`src/rtl/tl_rx_cpl_read_ctrl_mc.sv`:
```
// Completion read controller: round-robin arbitration over per-VC completion
// buffers, streaming one completion at a time as valid/ready beats.
module tl_rx_cpl_read_ctrl_mc #(
    parameter int unsigned NUM_VC    = 2,
    parameter int unsigned BEAT_DW   = 32,
    parameter int unsigned ENTRY_DW  = 8,
    parameter int unsigned LEN_WIDTH = 10,
    localparam int unsigned VLD_W    = $clog2(BEAT_DW),
    localparam int unsigned INC_W    = $clog2(BEAT_DW / ENTRY_DW) + 1,
    localparam int unsigned VC_W     = (NUM_VC > 1) ? $clog2(NUM_VC) : 1
) (
    input  logic                        i_clk,
    input  logic                        i_n_rst,
    input  logic [NUM_VC-1:0]           i_vc_hdr_empty,
    input  logic [NUM_VC-1:0]           i_vc_data_empty,
    input  logic [NUM_VC-1:0]           i_vc_fmt_data,
    input  logic [NUM_VC*LEN_WIDTH-1:0] i_vc_length,
    output logic [VC_W-1:0]             o_vc_sel,
    output logic [NUM_VC-1:0]           o_vc_hdr_inc,
    output logic [NUM_VC-1:0]           o_vc_data_inc,
    output logic [INC_W-1:0]            o_data_inc_value,
    input  logic                        i_slave_ready,
    output logic                        o_slave_cpl_valid,
    output logic [VLD_W-1:0]            o_slave_cpl_valid_data,
    output logic                        o_slave_cpl_first,
    output logic                        o_slave_cpl_last
);

    localparam int unsigned BCNT_W = LEN_WIDTH - VLD_W + 1;
    localparam int unsigned ENT_SH = $clog2(ENTRY_DW);

    typedef enum logic {IDLE, SEND} state_t;

    state_t               state_q, state_d;
    logic [VC_W-1:0]      vc_q, vc_d;
    logic                 fmt_q, fmt_d;
    logic [BCNT_W-1:0]    bcnt_q, bcnt_d;
    logic [VLD_W-1:0]     rem_q, rem_d;
    logic                 first_q, first_d;
    logic [VC_W-1:0]      rr_q, rr_d;

    logic [NUM_VC-1:0]    elig;
    logic                 any_elig;
    logic [VC_W-1:0]      gnt_vc;
    logic [VC_W-1:0]      idx;
    logic [LEN_WIDTH-1:0] len_arr [NUM_VC];
    logic [LEN_WIDTH-1:0] len_sel;
    logic [LEN_WIDTH-1:0] len_m1;
    logic                 last_c;
    logic [VLD_W-1:0]     vd_c;

    // Unpack the flattened per-VC length bus
    always_comb begin
        for (int unsigned i = 0; i < NUM_VC; i++) begin
            len_arr[i] = i_vc_length[i*LEN_WIDTH +: LEN_WIDTH];
        end
    end

    // Round-robin pick: first eligible VC at or after the pointer
    always_comb begin
        elig     = ~i_vc_hdr_empty & (~i_vc_fmt_data | ~i_vc_data_empty);
        any_elig = 1'b0;
        gnt_vc   = '0;
        idx      = '0;
        for (int unsigned i = 0; i < NUM_VC; i++) begin
            idx = VC_W'((32'(rr_q) + i) % NUM_VC);
            if (!any_elig && elig[idx]) begin
                any_elig = 1'b1;
                gnt_vc   = idx;
            end
        end
    end

    // State and latched completion context
    always_ff @(posedge i_clk or negedge i_n_rst) begin
        if (!i_n_rst) begin
            state_q <= IDLE;
            vc_q    <= '0;
            fmt_q   <= 1'b0;
            bcnt_q  <= '0;
            rem_q   <= '0;
            first_q <= 1'b0;
            rr_q    <= '0;
        end else begin
            state_q <= state_d;
            vc_q    <= vc_d;
            fmt_q   <= fmt_d;
            bcnt_q  <= bcnt_d;
            rem_q   <= rem_d;
            first_q <= first_d;
            rr_q    <= rr_d;
        end
    end

    // Next state: grant in IDLE, count accepted beats in SEND
    always_comb begin
        state_d = state_q;
        vc_d    = vc_q;
        fmt_d   = fmt_q;
        bcnt_d  = bcnt_q;
        rem_d   = rem_q;
        first_d = first_q;
        rr_d    = rr_q;
        len_sel = len_arr[gnt_vc];
        // Length 0 encodes 2^LEN_WIDTH DW; the modulo wrap of len-1 handles it
        len_m1  = len_sel - LEN_WIDTH'(1);
        case (state_q)
            IDLE: begin
                if (any_elig) begin
                    state_d = SEND;
                    vc_d    = gnt_vc;
                    fmt_d   = i_vc_fmt_data[gnt_vc];
                    bcnt_d  = i_vc_fmt_data[gnt_vc] ? BCNT_W'(len_m1 >> VLD_W) : '0;
                    rem_d   = len_sel[VLD_W-1:0];
                    first_d = 1'b1;
                    rr_d    = (32'(gnt_vc) >= NUM_VC - 1) ? '0 : VC_W'(gnt_vc + 1'b1);
                end
            end
            SEND: begin
                if (i_slave_ready) begin
                    first_d = 1'b0;
                    if (bcnt_q == '0) begin
                        state_d = IDLE;
                    end else begin
                        bcnt_d = bcnt_q - BCNT_W'(1);
                    end
                end
            end
            default: state_d = IDLE;
        endcase
    end

    // Beat outputs and same-cycle pointer increments on accepted beats
    always_comb begin
        o_slave_cpl_valid      = 1'b0;
        o_slave_cpl_first      = 1'b0;
        o_slave_cpl_last       = 1'b0;
        o_slave_cpl_valid_data = '0;
        o_vc_hdr_inc           = '0;
        o_vc_data_inc          = '0;
        o_data_inc_value       = '0;
        o_vc_sel               = vc_q;
        last_c                 = (bcnt_q == '0);
        vd_c                   = '0;
        if (state_q == SEND) begin
            if (!fmt_q) begin
                vd_c = '0;
            end else if (!last_c) begin
                vd_c = '1;
            end else begin
                // A zero remainder wraps to all ones, i.e. a full last beat
                vd_c = rem_q - VLD_W'(1);
            end
            o_slave_cpl_valid      = 1'b1;
            o_slave_cpl_first      = first_q;
            o_slave_cpl_last       = last_c;
            o_slave_cpl_valid_data = vd_c;
            if (i_slave_ready) begin
                if (fmt_q) begin
                    o_vc_data_inc    = NUM_VC'(1) << vc_q;
                    o_data_inc_value = INC_W'(vd_c >> ENT_SH) + INC_W'(1);
                end
                if (last_c) begin
                    o_vc_hdr_inc = NUM_VC'(1) << vc_q;
                end
            end
        end
    end

endmodule
```
`config.mk`:
```
export PLATFORM = sky130hd
export DESIGN_NAME = tl_rx_cpl_read_ctrl_mc
export DESIGN_NICKNAME = d
export VERILOG_FILES = /design/src/rtl/tl_rx_cpl_read_ctrl_mc.sv
export SDC_FILE = /design/constraint.sdc
export NUM_CORES = 1
export LEC_CHECK = 0
export ABC_AREA = 1
export BUFFER_PORTS_ARGS = -buffer_cell sky130_fd_sc_hd__buf_4
export CORE_MARGIN = 4
export CORE_UTILIZATION = 56
export CTS_BUF_LIST = sky130_fd_sc_hd__clkbuf_8
export DETAILED_ROUTE_END_ITERATION = 6
export PLACE_DENSITY = 0.95
export SETUP_SLACK_MARGIN = 0.3
export SKIP_CTS_REPAIR_TIMING = 1
export SYNTH_ARGS = -nofsm -noshare
export SYNTH_HDL_FRONTEND = slang
export SYNTH_SLANG_ARGS = --single-unit
```
`constraint.sdc`:
```
create_clock -name i_clk -period 5.1 [get_ports i_clk]
set_input_delay 0.255 -clock i_clk [delete_from_list [all_inputs] [get_ports i_clk]]
set_output_delay 0.255 -clock i_clk [all_outputs]
set_load 0.1 [all_outputs]
```
# Word-level counts from Yosys, hierarchy flattened
# Cells that the tools add are included.
dict set report op_classes {
  n_eq_ne 3
  mux 42
  shift 1
  bitwise 7
  reduce_logical 6
  n_addsub 6
  order_cmp 5
}
# cell n
set op_table {}
lappend op_table {{$mux W10} 3}
lappend op_table {{$mux W5} 5}
lappend op_table {{$mux W1} 19}
lappend op_table {{$mux W6} 3}
lappend op_table {{$mux W2} 6}
lappend op_table {{$pmux W6 S2} 1}
lappend op_table {{$sub A10 B1 Y10 const B} 1}
lappend op_table {{$mux W3} 3}
lappend op_table {{$logic_not A6 Y1} 1}
lappend op_table {{$lt A1 B2 Y1 const B} 3}
lappend op_table {{$ne A2 B2 Y1 const B} 3}
lappend op_table {{$not A2 Y2} 3}
lappend op_table {{$sub A6 B1 Y6 const B} 1}
lappend op_table {{$sub A5 B1 Y5 const B} 1}
lappend op_table {{$pmux W1 S2} 2}
lappend op_table {{$reduce_and A2 Y1} 2}
lappend op_table {{$add A2 B1 Y3 const B} 1}
lappend op_table {{$reduce_and A3 Y1} 1}
lappend op_table {{$add A1 B1 Y1 const B} 2}
lappend op_table {{$and A2 B2 Y2} 1}
lappend op_table {{$ge A2 B2 Y1 const B} 1}
lappend op_table {{$not A1 Y2} 1}
lappend op_table {{$or A2 B2 Y2} 1}
lappend op_table {{$shl A1 B1 Y2 const A} 1}
lappend op_table {{other kinds (4)} 4}
dict set report word_totals {
  ff_bits 16
  input_bits 29
  elab_cells 77
  output_inout_bits 16
}

# Depth between registers and ports, before layout
dict set report depth {
  ltp_word 17
  ltp_mapped 12
  depth_no_buf 11
}

# Least setup slack after synthesis
# Ideal clock, no wire load.
dict set report synth_path {
  path_type {register -> output}
  start {register state_q}
  end {output port o_data_inc_value[0]}
  stages_incl_launch_ff 4
  path_buffers 1
  arrival_ns 4.421
  setup_slack_ns 0.424
  path_cell_list {dfrtp_1 > clkbuf_1 > nand3_1 > nor4_1}
}
dict set report synth_via {
  elab_chain_cells 1
}
# item line_no
set synth_lines {}
lappend synth_lines {{start, declared} 34} ;# state_t state_q, state_d;
lappend synth_lines {{start signal, assigned} 85} ;# state_q <= state_d;
lappend synth_lines {{$mux W3} 145} ;# if (state_q == SEND) begin
lappend synth_lines {{end, declared} 21} ;# output logic [INC_W-1:0] o_data_inc_value,
# No other way between the ends.

# Worst setup path in the final report
dict set report layout_path {
  start {register bcnt_q[0]}
  end {output port o_data_inc_value[1]}
}
dict set report layout_via {
  elab_chain_cells 8
}
# item line_no
set layout_lines {}
lappend layout_lines {{start, declared} 37} ;# logic [BCNT_W-1:0] bcnt_q, bcnt_d;
lappend layout_lines {{start signal, assigned} 88} ;# bcnt_q <= bcnt_d;
lappend layout_lines {{$logic_not A6 Y1} 143} ;# last_c = (bcnt_q == '0);
lappend layout_lines {{$mux W5} 148} ;# end else if (!last_c) begin
lappend layout_lines {{$mux W5} 146} ;# if (!fmt_q) begin
lappend layout_lines {{$mux W5} 145}
lappend layout_lines {{$add A2 B1 Y3} 161} ;# o_data_inc_value = INC_W'(vd_c >> ENT_SH) + INC_W'(1);
lappend layout_lines {{$mux W3} 159} ;# if (fmt_q) begin
lappend layout_lines {{$mux W3} 158} ;# if (i_slave_ready) begin
lappend layout_lines {{$mux W3} 145}
# No other way between the ends. The select of a mux whose other input is x is not followed.

==> flow_metrics.py <==
metrics = {
    "clock_tree": {
        "htreeDepth": 1,
        "numCtsBuffers": 3,
        "cts_tree": "built",
        "cts_root_buf": "clkbuf_8",
        "cts_buffer_depth": 2,
        "clkTransAtPathRegs_ns": 0.07,
        "clock_latency_ns": 0.25,
        "clock-sinks": 16,
    },
    "final_layout": {
        "n_fill_cell": 167,
        "antenna_cells": 0,
        "drive_gt1_share_pct": 27.2,
        "nets": 288,
        "synthToLayoutAreaGrowth_pct": 29.7,
    },
    "floorplanning": {
        "std_cell_rows": 17,
        "core_area_um2": 2280,
        "die_area_um2": 3330,
        "die_h_um": 57.7,
        "ioPinCount": 45,
        "initial_utilization_pct": 60.9,
        "fp.dieW_um": 57.7,
    },
    "synthesis": {
        "synth_top_family_by_area": "simple AND/OR/NAND/NOR gates",
        "synthMuxAreaShare_pct": 0.723,
        "avgSynthCellArea_um2": 6.66,
        "yosys-top-cells-count": "nand2_1, inv_1, nor2_1",
        "ys_warn_count": 0,
        "synth_seq_cells": 16,
        "async_reset_ff_share_pct": 100,
        "synth_area_leader_cell": "dfrtp_1",
        "postSynthCellCount": 208,
        "yosysMostFrequentCell": "nand2_1",
        "synth-edff-count": 0,
        "synth_top_cell_area_share_pct": 28.9,
        "synthSimpleGateAreaFrac_pct": 37.5,
        "yosys.area_share.adder_pct": 3.61,
        "synthFlopType": "dfrtp_1",
        "ys_seq_area_share_pct": 28.9,
        "netlist_area_um2": 1390,
        "synth_xor_area_share_pct": 0.632,
        "synth-compound-area-share_pct": 15.4,
        "synth_top_cells_by_area": "dfrtp_1, nand2_1, inv_1",
        "synth.distinct_cells": 33,
        "syn_nets": 241,
    },
    "sta": {
        "fin_crit_sh_pct": 51.5,
        "setup_ws_ns": 2.48,
        "fmax_ghz": 0.381,
        "setup_viol": 0,
        "finalClockSkew_ns": 0.00427,
        "worst_pin_slew_ns": 0.369,
        "finalSetupTns_ns": 0,
        "worst_hold_slack_ns": 0.351,
        "rsz0062_at_grt": "no",
        "final_hold_viol_count": 0,
        "slew_violations": 0,
        "finalCriticalPeriod_ns": 2.62,
        "slew-limit-headroom_pct": 74.7,
    },
    "power": {
        "p_per_area_nw_per_um2": 394,
        "cellLeakagePower_nw": 1.01,
        "peakVddDrop_v": 0.000411,
    },
    "detailed_routing": {
        "wl_per_cell_um": 11.5,
        "drc_errors": 0,
        "ant_nets": 0,
        "dr_total_vias": 1440,
        "routed_via_density": 5.11,
        "dr.pass1.iters": 4,
        "drtIter0Drc": 64,
        "finalWirelength_um": 3240,
    },
    "global_route": {
        "overflow": 0,
        "grt_max_degree": 17,
        "grt_pass1_vias": 1324,
        "grtUsageTotal_pct": 20.6,
        "grt_first_pass_wirelength_um": 5620,
        "antenna_found_initial": 0,
    },
    "worst_setup_path": {
        "cp_slowest_cell": "dfrtp_1",
        "end_kind": "output port",
        "r2r_slack_ns": 3.35,
        "path_delay_family": "simple AND/OR/NAND/NOR gates",
        "max_stage_delay_ns": 0.39,
        "start_kind": "flip-flop",
        "r2r-start": "rr_q$_DFFE_PN0P_",
        "crit_arrival_ns": 2.37,
        "critPathKind": "flip-flop to output port",
        "crit_fanout": 8,
        "path_buf_inv": 3,
        "cp-startpoint": "bcnt_q[0]$_DFFE_PN0P_",
        "worst_ep_required_time_ns": 4.85,
        "path_cells": "inv_1 -> ha_1 -> nand4_1 -> nor3_1 -> nor2_1 -> ha_1 -> inv_1 -> nor2_1 -> buf_4",
    },
    "min_path": {
        "hp-start": "i_vc_length[10]",
        "hp-class": "input pin to flip-flop",
    },
    "place": {
        "place_hpwl_um": 2590,
        "gp_congestion": 0.778,
        "portBuffers": 44,
        "pre_cts_ws_ns": 2.80,
    },
    "run_status": {
        "run_status": "completed",
    },
    "run": {
        "drv_cap": 0,
    },
}
-- flip-flops by register name, summed over array words and instances, names as in the netlist --
register	flops
fmt_q	1
o_vc_sel	1
state_q	1
first_q	1
rem_q	5
rr_q	1
bcnt_q	6
-- worst reg2reg max path, cell delays in order (launching register included) --
cell	delay (ns)
dfrtp_1	0.34
clkinv_1	0.12
nand3_4	0.15
nand2_4	0.15
o21ai_1	0.25
nand2_2	0.14
nor2_8	0.18
nand2_1	0.07
nand2_1	0.06
nand3_1	0.11
a21oi_2	0.13
-- cell usage in the layout (no fill, tap or decap), drive strengths merged --
master,count
o21bai,1
dfrtp,16
mux2i,1
nor3,4
dlygate4sd3,1
o31ai,1
clkinv,2
o21ai,12
nor4,3
nor2,33
ha,4
buf,44
a31oi,1
inv,42
a21oi,15
xnor2,1
or2,1
nand2,48
nand3b,4
clkbuf,4
nand4,1
a21boi,1
nand3,14
-- kinds of logic after synthesis --
family	Yosys count
buffers and inverters	47
AO/OA/AOI/OAI	31
flip-flops	16
adder cells (fa/ha/maj)	4
XOR/XNOR	1
AND/OR/NAND/NOR	108
multiplexers	1
-- layer usage --
layer / up-vias / wire length (µm) / share of wire (%) / track usage [%]
li1: 743 / - / - / -
met1: 637 / 1360 / 42 / 26.8
met2: 56 / 1610 / 50 / 35.8
met3: 4 / 226 / 7.0 / 1.78
met4: 0 / 42 / 1.3 / 6.95
met5: - / 0 / 0 / 0
-- power breakdown --
| group | internal (mW) | switching [mW] |
|---|---|---|
| clock network | 0.0685 | 0.0435 |
| logic | 0.116 | 0.272 |
| registers | 0.168 | 0.0399 |
| total | 0.353 | 0.356 |
-- path summary, 6_finish.rpt --
check                           cells after the start                    end
worst max-delay path                                9    o_data_inc_value[1]
worst min-delay path                                3   rem_q[0]$_DFFE_PN0P_
worst min register to register                      2    first_q$_DFFE_PN0P_
worst max register to register                     10  bcnt_q[3]$_DFFE_PN0P_
max in group asynchronous                           2      fmt_q$_DFFE_PN0P_
min in group asynchronous                           2      state_q$_DFF_PN0_
-- stage by stage --
stage | cells | area [µm²] | power (mW) | util [%]
2_1_floorplan | 208 | 1390 | 0.504 | -
3_3_place_gp | 277 | 1730 | 0.580 | 76.1
3_5_place_dp | 277 | 1730 | 0.593 | 76.1
4_1_cts | 281 | 1790 | 0.703 | 78.5
5_1_grt | 282 | 1800 | 0.756 | 78.9
6_report | 282 | 1800 | 0.708 | 78.9
-- layout make-up --
| cell class | count | area, µm² | area share [%] |
|---|---|---|---|
| multi-input combinational | 145 | 801 | 44.6 |
| sequential | 16 | 400 | 22.3 |
| inverter | 44 | 165 | 9.19 |
| tap | 28 | 35.0 | 1.95 |
| clock buffer | 4 | 55.1 | 3.06 |
| timing repair buffer | 45 | 340 | 18.9 |
(Power assumes the default switching activity.)
